--- src/rtl/fetch_if.sv ---
// fetch_if: fetch_queue bundle; master is the fetch unit, slave is the imem/decode side
interface fetch_if #(
  parameter int XLEN  = 32,
  parameter int DEPTH = 4
);
  logic                     trigger;
  logic [XLEN-1:0]          imem_addr;
  logic                     imem_en;
  logic [XLEN-1:0]          imem_data;
  logic                     redirect_valid;
  logic [XLEN-1:0]          redirect_pc;
  logic                     out_valid;
  logic                     out_ready;
  logic [XLEN-1:0]          out_instr;
  logic [XLEN-1:0]          out_pc;
  logic [XLEN-1:0]          out_inc_pc;
  logic [$clog2(DEPTH):0]   count;
  logic                     running;
  modport master (
    input  trigger, imem_data, redirect_valid, redirect_pc, out_ready,
    output imem_addr, imem_en, out_valid, out_instr, out_pc, out_inc_pc, count, running
  );
  modport slave (
    output trigger, imem_data, redirect_valid, redirect_pc, out_ready,
    input  imem_addr, imem_en, out_valid, out_instr, out_pc, out_inc_pc, count, running
  );
endinterface

--- src/rtl/fetch_queue.sv ---
// fetch_queue: PC + start/halt FSM + DEPTH-entry prefetch queue toward decode.
// Define FETCH_HALT_EN to stop fetching after an EBREAK is enqueued.
module fetch_queue #(
  parameter int              XLEN     = 32,
  parameter int              DEPTH    = 4,
  parameter logic [XLEN-1:0] RESET_PC = '0
) (
  input logic      clk,
  input logic      rst,
  fetch_if.master  bus
);
  localparam int AW = $clog2(DEPTH);
  localparam int CW = AW + 1;
`ifdef FETCH_HALT_EN
  localparam logic [XLEN-1:0] EBREAK = XLEN'(32'h0010_0073);
  typedef enum logic [1:0] {IDLE, RUN, HALT} state_t;
`else
  typedef enum logic {IDLE, RUN} state_t;
`endif
  state_t          state, state_nx;
  logic [XLEN-1:0] fetch_pc;
  logic [XLEN-1:0] pc_q    [DEPTH];
  logic [XLEN-1:0] instr_q [DEPTH];
  logic [AW-1:0]   head, tail;
  logic [CW-1:0]   cnt;
  logic            redir, push, pop;
  assign redir = bus.redirect_valid;
  assign pop   = bus.out_valid && bus.out_ready && !redir;
  assign push  = state == RUN && !redir && (cnt < CW'(DEPTH) || pop);
  always_comb begin
    state_nx = state;
    if (redir)
      state_nx = state == IDLE ? IDLE : RUN;
    else if (state == IDLE && bus.trigger)
      state_nx = RUN;
`ifdef FETCH_HALT_EN
    else if (push && bus.imem_data == EBREAK)
      state_nx = HALT;
`endif
  end
  always_ff @(posedge clk)
    state <= !rst ? IDLE : state_nx;
  always_ff @(posedge clk) begin
    if (!rst) begin
      fetch_pc <= RESET_PC;
      head     <= '0;
      tail     <= '0;
      cnt      <= '0;
    end else if (redir) begin
      fetch_pc <= {bus.redirect_pc[XLEN-1:2], 2'b00};
      head     <= '0;
      tail     <= '0;
      cnt      <= '0;
    end else begin
      if (push) fetch_pc <= fetch_pc + XLEN'(4);
      tail <= tail + AW'(push);
      head <= head + AW'(pop);
      cnt  <= cnt + CW'(push) - CW'(pop);
    end
  end
  // Storage is unreset; head outputs are gated by count instead.
  always_ff @(posedge clk)
    if (rst && push) begin
      pc_q[tail]    <= fetch_pc;
      instr_q[tail] <= bus.imem_data;
    end
  assign bus.imem_addr  = fetch_pc;
  assign bus.imem_en    = push;
  assign bus.out_valid  = cnt != '0;
  assign bus.out_pc     = bus.out_valid ? pc_q[head] : '0;
  assign bus.out_instr  = bus.out_valid ? instr_q[head] : '0;
  assign bus.out_inc_pc = bus.out_pc + XLEN'(4);
  assign bus.count      = cnt;
  assign bus.running    = state == RUN;
endmodule
--- src/flat_wrapper.sv ---
// flat-port wrapper written by rule: the top's interface ports become plain ports
module fetch_queue_flat 
#(
  parameter int              XLEN     = 32,
  parameter int              DEPTH    = 4,
  parameter logic [XLEN-1:0] RESET_PC = '0
)
  (clk, rst, bus_trigger, bus_imem_data, bus_redirect_valid, bus_redirect_pc, bus_out_ready, bus_imem_addr, bus_imem_en, bus_out_valid, bus_out_instr, bus_out_pc, bus_out_inc_pc, bus_count, bus_running);
  fetch_if #(.XLEN(XLEN), .DEPTH(DEPTH)) bus_i ();
  input logic clk;
  input logic rst;
  input wire logic [$bits(bus_i.trigger)-1:0] bus_trigger;
  input wire logic [$bits(bus_i.imem_data)-1:0] bus_imem_data;
  input wire logic [$bits(bus_i.redirect_valid)-1:0] bus_redirect_valid;
  input wire logic [$bits(bus_i.redirect_pc)-1:0] bus_redirect_pc;
  input wire logic [$bits(bus_i.out_ready)-1:0] bus_out_ready;
  output wire logic [$bits(bus_i.imem_addr)-1:0] bus_imem_addr;
  output wire logic [$bits(bus_i.imem_en)-1:0] bus_imem_en;
  output wire logic [$bits(bus_i.out_valid)-1:0] bus_out_valid;
  output wire logic [$bits(bus_i.out_instr)-1:0] bus_out_instr;
  output wire logic [$bits(bus_i.out_pc)-1:0] bus_out_pc;
  output wire logic [$bits(bus_i.out_inc_pc)-1:0] bus_out_inc_pc;
  output wire logic [$bits(bus_i.count)-1:0] bus_count;
  output wire logic [$bits(bus_i.running)-1:0] bus_running;
  assign bus_i.trigger = bus_trigger;
  assign bus_i.imem_data = bus_imem_data;
  assign bus_i.redirect_valid = bus_redirect_valid;
  assign bus_i.redirect_pc = bus_redirect_pc;
  assign bus_i.out_ready = bus_out_ready;
  assign bus_imem_addr = bus_i.imem_addr;
  assign bus_imem_en = bus_i.imem_en;
  assign bus_out_valid = bus_i.out_valid;
  assign bus_out_instr = bus_i.out_instr;
  assign bus_out_pc = bus_i.out_pc;
  assign bus_out_inc_pc = bus_i.out_inc_pc;
  assign bus_count = bus_i.count;
  assign bus_running = bus_i.running;
  fetch_queue #(.XLEN(XLEN), .DEPTH(DEPTH), .RESET_PC(RESET_PC)) u_core (.clk(clk), .rst(rst), .bus(bus_i));
endmodule
--- config.mk ---
export PLATFORM = sky130hd
export DESIGN_NAME = fetch_queue_flat
export DESIGN_NICKNAME = d
export VERILOG_FILES = /design/src/rtl/fetch_if.sv /design/src/rtl/fetch_queue.sv /design/src/flat_wrapper.sv
export SDC_FILE = /design/constraint.sdc
export NUM_CORES = 1
export LEC_CHECK = 0
export BUFFER_PORTS_ARGS = -buffer_cell sky130_fd_sc_hd__buf_2
export CAP_MARGIN = 20
export CORE_MARGIN = 4
export CORE_UTILIZATION = 40
export CTS_BUF_LIST = sky130_fd_sc_hd__clkbuf_4
export DETAILED_ROUTE_END_ITERATION = 16
export GPL_TIMING_DRIVEN = 0
export PLACE_DENSITY = 0.72
export SLEW_MARGIN = 20
export SYNTH_ARGS = -nofsm -noshare
export SYNTH_HDL_FRONTEND = slang
export SYNTH_SLANG_ARGS = --single-unit
--- constraint.sdc ---
create_clock -name clk -period 6.4 [get_ports clk]
set_input_delay 0.32 -clock clk [delete_from_list [all_inputs] [get_ports clk]]
set_output_delay 0.32 -clock clk [all_outputs]
set_load 0.02 [all_outputs]
# --- Word-level counts from Yosys, hierarchy flattened ---
# Memory sizes are Yosys's and may differ from the RTL's. A register that Yosys moved wholly into a read port is not among the register bits.
# Cells that the tools add are included.
word_totals:
  ff_bits: 40
  memories: 2
  out_inout_bits: 134
  wordCells: 40
  inputBits: 69
  ramBits: 256
classes:
  mux: 11
  n_reduce_logical: 12
  magnitude_cmp: 1
  n_bitwise: 2
  addsub: 6
mem_list:
  columns: ["memory", "words", "word_bits", "read_ports", "rd_ports_with_merged_regs", "wr", "line", "source"]
  rows:
  - ["u_core.instr_q", 4, 32, 1, 1, 1, "fetch_queue.sv:23", "logic [XLEN-1:0] instr_q [DEPTH];"]
  - ["u_core.pc_q", 4, 32, 1, 1, 1, "fetch_queue.sv:22", "logic [XLEN-1:0] pc_q [DEPTH];"]
ops:
  columns: ["op", "count"]
  rows:
  - ["$mux 32", 4]
  - ["$add 32x3->32 const B", 2]
  - ["$logic_and 1x1->1", 6]
  - ["$mux 1", 5]
  - ["$add 2x1->2", 2]
  - ["$mux 2", 2]
  - ["$reduce_bool 2->1", 2]
  - ["$add 3x1->3", 1]
  - ["$lt 3x3->1 const B", 1]
  - ["$reduce_bool 3->1", 1]
  - ["$sub 3x1->3", 1]
  - ["$not 1->1", 2]
  - ["$reduce_or 2->1", 1]
  - ["$logic_not 1->1", 1]
  - ["$logic_or 1x1->1", 1]

# --- Longest topological paths before layout ---
# Gate-level depths: netlist of the first run.
logic_depth:
  depth_word: 8
  depth_mapped: 12
  ltp_nobuf: 11

# --- Least setup slack after synthesis of the first run ---
# No wires, ideal clock.
synth_path:
  kind: "register -> register"
  startpoint: "register u_core.state (netlist: u_core.bus.running)"
  endpoint: "memory u_core.instr_q[0][0] (enable)"
  setup_ps: 559
  setup_slack_ps: 280
  synth_period_minus_slack_ps: 6120
  required_ps: 5841
  n_path_buf: 0
  arrival_ps: 5562
  path_stages_with_launch: 5
  path_cell_list: "dfxtp_1 o21ai_0 nor2_1 nand2_1 nor3_1"
synth_via:
  elab_chain_len: 5
synth_lines:
  columns: ["element", "line", "source"]
  rows:
  - ["from (decl)", "fetch_queue.sv:20", "state_t state, state_nx;"]
  - ["from (signal assigned)", "fetch_queue.sv:42", "state <= !rst ? IDLE : state_nx;"]
  - ["$logic_and 1x1->1 (2 in a row)", "fetch_queue.sv:29", "assign push = state == RUN && !redir && (cnt < CW'(DEPTH) || pop);"]
  - ["net bus_imem_en", "flat_wrapper.sv:18", "output wire logic [$bits(bus_i.imem_en)-1:0] bus_imem_en;"]
  - ["$logic_and 1x1->1", "fetch_queue.sv:63", "if (rst && push) begin"]
  - ["$mux 1", "fetch_queue.sv:63", null]
  - ["$mux 1 (not written as such)", "fetch_queue.sv:65", "instr_q[tail] <= bus.imem_data;"]
  - ["to (decl)", "fetch_queue.sv:23", null]
# The timed path passes the listed nets, and every way through them passes these cells.

# --- Worst setup path in the final report of the first run ---
layout_path:
  startpoint: "register u_core.cnt[1] (netlist: u_core.bus.count[1])"
  endpoint: "output bus_out_inc_pc[22]"
layout_via:
  elab_chain_len: 3
layout_lines:
  columns: ["element", "line", "source"]
  rows:
  - ["from (decl)", "fetch_queue.sv:25", "logic [CW-1:0] cnt;"]
  - ["from (signal assigned)", "fetch_queue.sv:58", "cnt <= cnt + CW'(push) - CW'(pop);"]
  - ["$reduce_bool 3->1", "fetch_queue.sv:69", "assign bus.out_valid = cnt != '0;"]
  - ["$mux 32", "fetch_queue.sv:70", "assign bus.out_pc = bus.out_valid ? pc_q[head] : '0;"]
  - ["$add 32x3->32", "fetch_queue.sv:72", "assign bus.out_inc_pc = bus.out_pc + XLEN'(4);"]
  - ["to (decl)", "flat_wrapper.sv:22", "output wire logic [$bits(bus_i.out_inc_pc)-1:0] bus_out_inc_pc;"]
# Every way passes these cells.

==> results of run 1 <==
layer usage:
layer | routed length, µm | share of wire
met5 | 0 | 0
met4 | 558 | 0.018
met3 | 2203 | 0.070
met2 | 15450 | 0.49
met1 | 13140 | 0.42
Yosys cell counts (2+ instances only):
| cell type | n | share of area |
|---|---|---|
| edfxtp_1 | 248 | 0.61 |
| or3_1 | 5 | 0.0025 |
| o211a_1 | 5 | 0.0041 |
| nor3_1 | 13 | 0.0053 |
| a211oi_1 | 3 | 0.0018 |
| nand2_1 | 41 | 0.013 |
| and4_1 | 8 | 0.0057 |
| mux4_1 | 6 | 0.013 |
| buf_2 | 10 | 0.0041 |
| and4b_1 | 2 | 0.0016 |
| a31oi_1 | 3 | 0.0015 |
| mux2_2 | 5 | 0.0046 |
| o2111ai_1 | 2 | 0.0014 |
| mux4_2 | 54 | 0.099 |
| a21oi_1 | 22 | 0.0090 |
| ha_1 | 6 | 0.0061 |
| clkbuf_1 | 21 | 0.0064 |
| o21ai_0 | 32 | 0.013 |
| nor2b_1 | 2 | 0.0010 |
| and3_1 | 8 | 0.0041 |
| mux2i_1 | 8 | 0.0065 |
| and3b_1 | 2 | 0.0014 |
| nor4_1 | 3 | 0.0015 |
| nor2_1 | 34 | 0.010 |
| xor2_1 | 20 | 0.014 |
| inv_1 | 20 | 0.0061 |
| nand4_1 | 12 | 0.0061 |
| nor4_2 | 2 | 0.0020 |
| xnor2_1 | 35 | 0.025 |
| dfxtp_1 | 38 | 0.062 |
| and2_1 | 64 | 0.033 |
| nand3b_1 | 2 | 0.0012 |
| nand3_1 | 23 | 0.0094 |
| buf_4 | 11 | 0.0067 |
power breakdown:
group          internal, µW  switching [µW]  leakage [µW]  total [µW]
logic                  95.4             120       0.00281         215
clock network           821             696      0.000545        1520
registers              2050            40.8       0.00256        2090
sequential cells by signal, summed over array words and instances, names as in the netlist:
signal / cells
u_core.bus.imem_addr: 30
u_core.bus.count: 3
u_core.instr_q: 128
u_core.pc_q: 120
u_core.head: 2
u_core.bus.running: 1
u_core.tail: 2
path summary, 6_finish.rpt:
path | start | endpoint | slack, ns
max | u_core.bus.count[1] | bus_out_inc_pc[22] | 1.29
min reg2reg | u_core.bus.running | u_core.bus.running | 0.57
min | bus_redirect_pc[18] | u_core.bus.imem_addr[18] | 0.08
max reg2reg | u_core.bus.count[1] | u_core.bus.count[2] | 2.56
area by class of cell:
cell class / instances / area (µm²) / share of cell area
Clock inverter: 23 / 160.2 / 0.01025
Buffer: 43 / 215.2 / 0.01378
Timing Repair Buffer: 277 / 1856 / 0.1188
Tap cell: 390 / 488.0 / 0.03124
Clock buffer: 102 / 765.7 / 0.04903
Inverter: 21 / 78.83 / 0.005047
Antenna cell: 1 / 2.502 / 0.0001602
Sequential cell: 286 / 8208 / 0.5255
Multi-Input combinational cell: 443 / 3845 / 0.2462
what timing repair did:
action | CTS | global route
hold buffers | 62 | 0
hold endpoints to repair | 158 | 0
endpoints found under the setup margin | 0 | 0
resized for setup | 0 | 0
worst max-delay path, stage by stage (launching register included):
cell,delay (ns)
dfxtp_1,0.47
nor3_2,0.20
inv_1,0.30
clkbuf_1,0.45
clkbuf_1,0.54
and2_1,0.26
ha_1,0.23
nand3_1,0.18
or3_1,0.40
nor4_2,0.58
nand3_1,0.21
xnor2_1,0.16
buf_2,0.18
cells by family (layout without fill, tap and decap cells):
| logic type | Yosys count | count (layout) | synth area share |
|---|---|---|---|
| DFF | 286 | 286 | 0.6674 |
| and+or+nand+nor | 229 | 229 | 0.1030 |
| muxes | 73 | 73 | 0.1228 |
| AOI/OAI and AO/OA | 72 | 72 | 0.03439 |
| buffers and inverters | 64 | 466 | 0.02391 |
| xor gates and xnor gates | 56 | 56 | 0.04049 |
| adders and majority gates | 7 | 7 | 0.007732 |
| other | 1 | 7 | 0.0003049 |
metrics by stage:
step | power [µW] | util | hold WS [ns]
finish | 3821 | 0.5214 | 0.08323
CTS | 3873 | 0.5213 | 0.01379
global placement | 2309 | 0.4597 | 0.5325
global route | 4004 | 0.5214 | 0.02650
floorplan | 2216 | - | 0.4189
detailed placement | 2315 | 0.4697 | 0.5376
==> flow_metrics.py, run 1 <==
metrics = {
    "finish": {
        "layout_commonest_cell": "edfxtp_1",
        "drive_gt1_frac": 0.3523,
        "area_growth_pct": 27.00,
        "final_area_mm2": 0.01562,
        "fillers": 2545,
        "nets": 1220,
        "layout_common_cells": "edfxtp_1, buf_2, clkbuf_4",
        "fin_cells": 1586,
    },
    "sta": {
        "fin_ws_ns": 1.287,
        "hold_violations": 0,
        "relSlewSlack": 0.3958,
        "setup-violations-final": 0,
        "slew_violations": 0,
        "rsz0062_at_grt": "false",
        "tightest_slew_ns": 0.9015,
        "fin_tns_setup_ns": 0,
        "min_period_ns": 5.113,
        "finalClockSkew_ns": 0.03900,
        "period_share": 0.7989,
        "max_freq_mhz": 195.6,
    },
    "hold_path": {
        "holdPathStages": 3,
        "min_path_type": "input pin to register",
    },
    "yosys": {
        "syn_avg_cell_area_um2": 15.61,
        "syn-cell-area_mm2": 0.01230,
        "synth-seq-cells": 286,
        "ys_seq_area_frac": 0.6674,
        "synth-main-ff-cell": "edfxtp_1",
        "yosys_warnings": 0,
        "synth_edf_count": 248,
        "yosysUniqueCellTypes": 52,
        "syn_inst": 788,
        "async_reset_ff_frac": 0,
    },
    "critical_path": {
        "cp-start-kind": "register",
        "critPathKind": "register to primary output",
        "worstPathArrival_ns": 4.79,
        "cp.required_ns": 6.08,
        "cp-end-kind": "primary output",
        "critPathMaxFanout": 10,
        "reg2regPathDepth": 12,
    },
    "cts": {
        "clock_sinks": 286,
        "numCtsBuffers": 72,
        "clock_latency_ns": 0.65,
        "clkTransAtPathRegs_ns": 0.07,
        "htreeDepth": 3,
        "cts_setup_buffers": 0,
        "cts_buffer_depth": 3,
        "cts-root-buf": "clkbuf_4",
        "cts_tree": "built",
    },
    "global_routing": {
        "grt_pass1_vias": 8544,
        "grt_overflow": 0,
        "grtUsageMet3": 0.03868,
        "grt_antenna_before_repair": 1,
        "met2_usage": 0.3094,
        "top_usage_layer": "met2",
        "met1_usage": 0.2484,
        "grt_usage": 0.1857,
        "grt_first_pass_wirelength_um": 48160,
        "grt_max_degree": 24,
    },
    "placement": {
        "place_ws_ns": 1.963,
        "placed_area_mm2": 0.01407,
        "numPortBuffers": 193,
        "dp.cells": 1398,
        "dp_hpwl_um": 22350,
        "place_congestion": 0.8402,
    },
    "detailed_routing": {
        "via_per_inst": 5.127,
        "drtIter0Drc": 535,
        "num_vias": 8132,
        "drc": 0,
        "wl_um": 31350,
        "wl_per_cell_um": 19.76,
        "postRouteAntennaNets": 0,
        "firstDrtPassIters": 7,
    },
    "floorplan": {
        "ios": 203,
        "dieHeight_um": 183.3,
        "start_util": 0.4106,
        "die_w_um": 183.3,
        "fp-row-count": 63,
        "dieArea_mm2": 0.03361,
        "core_mm2": 0.02995,
    },
    "run_status": {
        "outcome": "completed",
    },
    "power_and_ir_drop": {
        "power_density_mw_per_mm2": 244.7,
        "leakage_uw": 0.005915,
        "irDropWorstVdd_mv": 0.1085,
    },
    "flow_run": {
        "maxCapViolations": 0,
    },
}
Power figures use the tool's default switching activity.
==> inputs of run 2 (changes only) <==
--- a/config.mk
+++ b/config.mk
@@ -12,7 +12,7 @@
 export CTS_BUF_LIST = sky130_fd_sc_hd__clkbuf_4
 export DETAILED_ROUTE_END_ITERATION = 16
 export GPL_TIMING_DRIVEN = 0
-export PLACE_DENSITY = 0.72
+export PLACE_DENSITY = 0.74
 export SLEW_MARGIN = 20
 export SYNTH_ARGS = -nofsm -noshare
 export SYNTH_HDL_FRONTEND = slang
==> constraint.sdc (replaced) <==
create_clock -name clk -period 4.6 [get_ports clk]
set_input_delay 0.23 -clock clk [delete_from_list [all_inputs] [get_ports clk]]
set_output_delay 0.23 -clock clk [all_outputs]
set_load 0.02 [all_outputs]
==> flow_metrics.py, run 2 (synthesized netlist as in run 1, its figures left out) <==
metrics = {
    "run_status": {
        "outcome": "completed",
    },
    "critical_path": {
        "worstPathArrival_ns": 4.09,
        "cp-start-kind": "register",
        "cp.required_ns": 4.37,
        "crit_slowest_cell": "nor4_2",
        "critical_path.cell_chain": "buf_4 > buf_2 > mux4_1 > and2_1 > ha_1 > nand3_1 > or3_1 > nor4_2 > nand3_1 > xnor2_1 > buf_2",
        "critPathMaxStageDelay_ns": 0.58,
        "critPathKind": "register to primary output",
        "cp-end-kind": "primary output",
        "r2r_end": "u_core.bus.count[2]",
        "reg2regPathDepth": 11,
        "critPathMaxFanout": 10,
        "rrSetupSlack_ns": 1.19,
        "rr_startpoint": "u_core.bus.count[2]",
    },
    "cts": {
        "cts-root-buf": "clkbuf_4",
        "htreeDepth": 3,
        "clock_sinks": 286,
        "numCtsBuffers": 75,
        "cts_buffer_depth": 3,
        "cts_tree": "built",
        "clock_latency_ns": 0.65,
        "clkTransAtPathRegs_ns": 0.07,
        "cts_setup_buffers": 0,
    },
    "global_routing": {
        "grt_pass1_vias": 8650,
        "grt_overflow": 0,
        "grt_usage": 0.1850,
        "grt_antenna_before_repair": 1,
        "grt_max_degree": 24,
        "grt_first_pass_wirelength_um": 48170,
    },
    "placement": {
        "placed_area_mm2": 0.01406,
        "numPortBuffers": 193,
        "place_congestion": 0.8289,
        "dp_hpwl_um": 22440,
    },
    "floorplan": {
        "fp-row-count": 63,
        "core_mm2": 0.02995,
        "dieArea_mm2": 0.03361,
        "start_util": 0.4106,
        "dieHeight_um": 183.3,
        "ios": 203,
        "die_w_um": 183.3,
    },
    "finish": {
        "fillers": 2536,
        "area_growth_pct": 27.24,
        "seq_area_mm2": 0.008208,
        "largest_register_ffs": 128,
        "multi_input_area_mm2": 0.003851,
        "layout_common_cells": "edfxtp_1, buf_2, clkbuf_4",
        "nets": 1225,
        "drive_gt1_frac": 0.3508,
        "layout_commonest_cell": "edfxtp_1",
        "regMostFlops": "u_core.instr_q",
        "final_area_mm2": 0.01565,
    },
    "detailed_routing": {
        "drtIter0Drc": 579,
        "drc": 0,
        "wl_um": 31640,
        "postRouteAntennaNets": 0,
        "firstDrtPassIters": 6,
        "wl_per_cell_um": 19.89,
        "num_vias": 8313,
        "via_per_inst": 5.225,
    },
    "power_and_ir_drop": {
        "irDropWorstVdd_mv": 0.2265,
        "power_density_mw_per_mm2": 340.3,
        "power_uw": 5325,
        "leakage_uw": 0.005916,
    },
    "hold_path": {
        "hp-start": "bus_redirect_valid",
        "min_path_type": "input pin to register",
        "hold_end": "u_core.bus.imem_addr[19]",
        "holdPathStages": 3,
    },
    "sta": {
        "relSlewSlack": 0.4475,
        "rsz0062_at_grt": "false",
        "hold_violations": 0,
        "finalClockSkew_ns": 0.04354,
        "setup-violations-final": 0,
        "min_period_ns": 4.324,
        "tightest_slew_ns": 0.8279,
        "max_freq_mhz": 231.2,
        "period_share": 0.9401,
        "slew_violations": 0,
    },
    "flow_run": {
        "maxCapViolations": 0,
    },
}
==> run 2: timing repair <==
action,in CTS,in global routing
endpoints found under the hold margin,163,0
resized for setup,1,2
hold buffers,65,0
endpoints found under the setup margin,7,4
==> run 2: layout make-up <==
cell class	instances	share of cell area
plain buffers	42	0.01359
clock inverters	32	0.01303
clock buffers	96	0.04606
diodes	1	0.0001599
flip-flops and latches	286	0.5245
repair buffers	280	0.1200
multi-input cells	443	0.2461
inverters	21	0.005277
well taps	390	0.03119
==> run 2: stage by stage <==
stage | std cells | util | hold WS [ns] | worst slack [ns] | setup TNS [ns]
final | 1591 | 0.5224 | 0.1251 | 0.2756 | 0
after detailed placement | 1398 | 0.4695 | 0.4461 | 0.2841 | 0
after floorplan | 793 | - | 0.3289 | -1.520 | -188.49
after CTS | 1590 | 0.5220 | 0.04275 | 0.03209 | 0
after global placement | 1376 | 0.4597 | 0.4439 | -4.664 | -784.90
after global routing | 1591 | 0.5224 | 0.08864 | 0.06262 | 0
==> run 2: report_power, final <==
part | total (µW) | switching [µW] | internal (µW)
logic | 301 | 167 | 134
clock network | 2120 | 1010 | 1100
registers | 2910 | 57.8 | 2850
total | 5330 | 1240 | 4090
==> run 2: worst max path at each step <==
stage / cells past startpoint / slack [ns] / endpoint / startpoint
final: 11 / 0.28 / bus_out_inc_pc[30] / u_core.head[1]
after global routing: 11 / 0.06 / bus_out_inc_pc[30] / u_core.head[1]
after CTS: 11 / 0.03 / bus_out_inc_pc[30] / u_core.bus.count[1]
after detailed placement: 12 / 0.28 / bus_out_inc_pc[30] / u_core.bus.count[1]
after global placement: 5 / -4.66 / u_core.instr_q[0][19] / u_core.bus.count[2]
after floorplan: 4 / -1.52 / u_core.instr_q[0][0] / u_core.bus.running
==> run 2: worst max-delay path, delay by kind of cell (launching register included) <==
family                     cells  cell delay, ns
xor gates and xnor gates       1            0.19
adders and majority gates      1            0.24
buffers and inverters          3            0.76
DFF                            1            0.42
muxes                          1            0.27
and+or+nand+nor                5            1.58
==> run 2: routing by layer <==
metal | up-vias | wire, µm | track usage
met5 | - | 0 | 0
met4 | 0 | 383 | 0.04917
met3 | 30 | 2196 | 0.03927
met2 | 342 | 15790 | 0.3119
met1 | 4158 | 13260 | 0.2458
li1 | 3783 | - | -
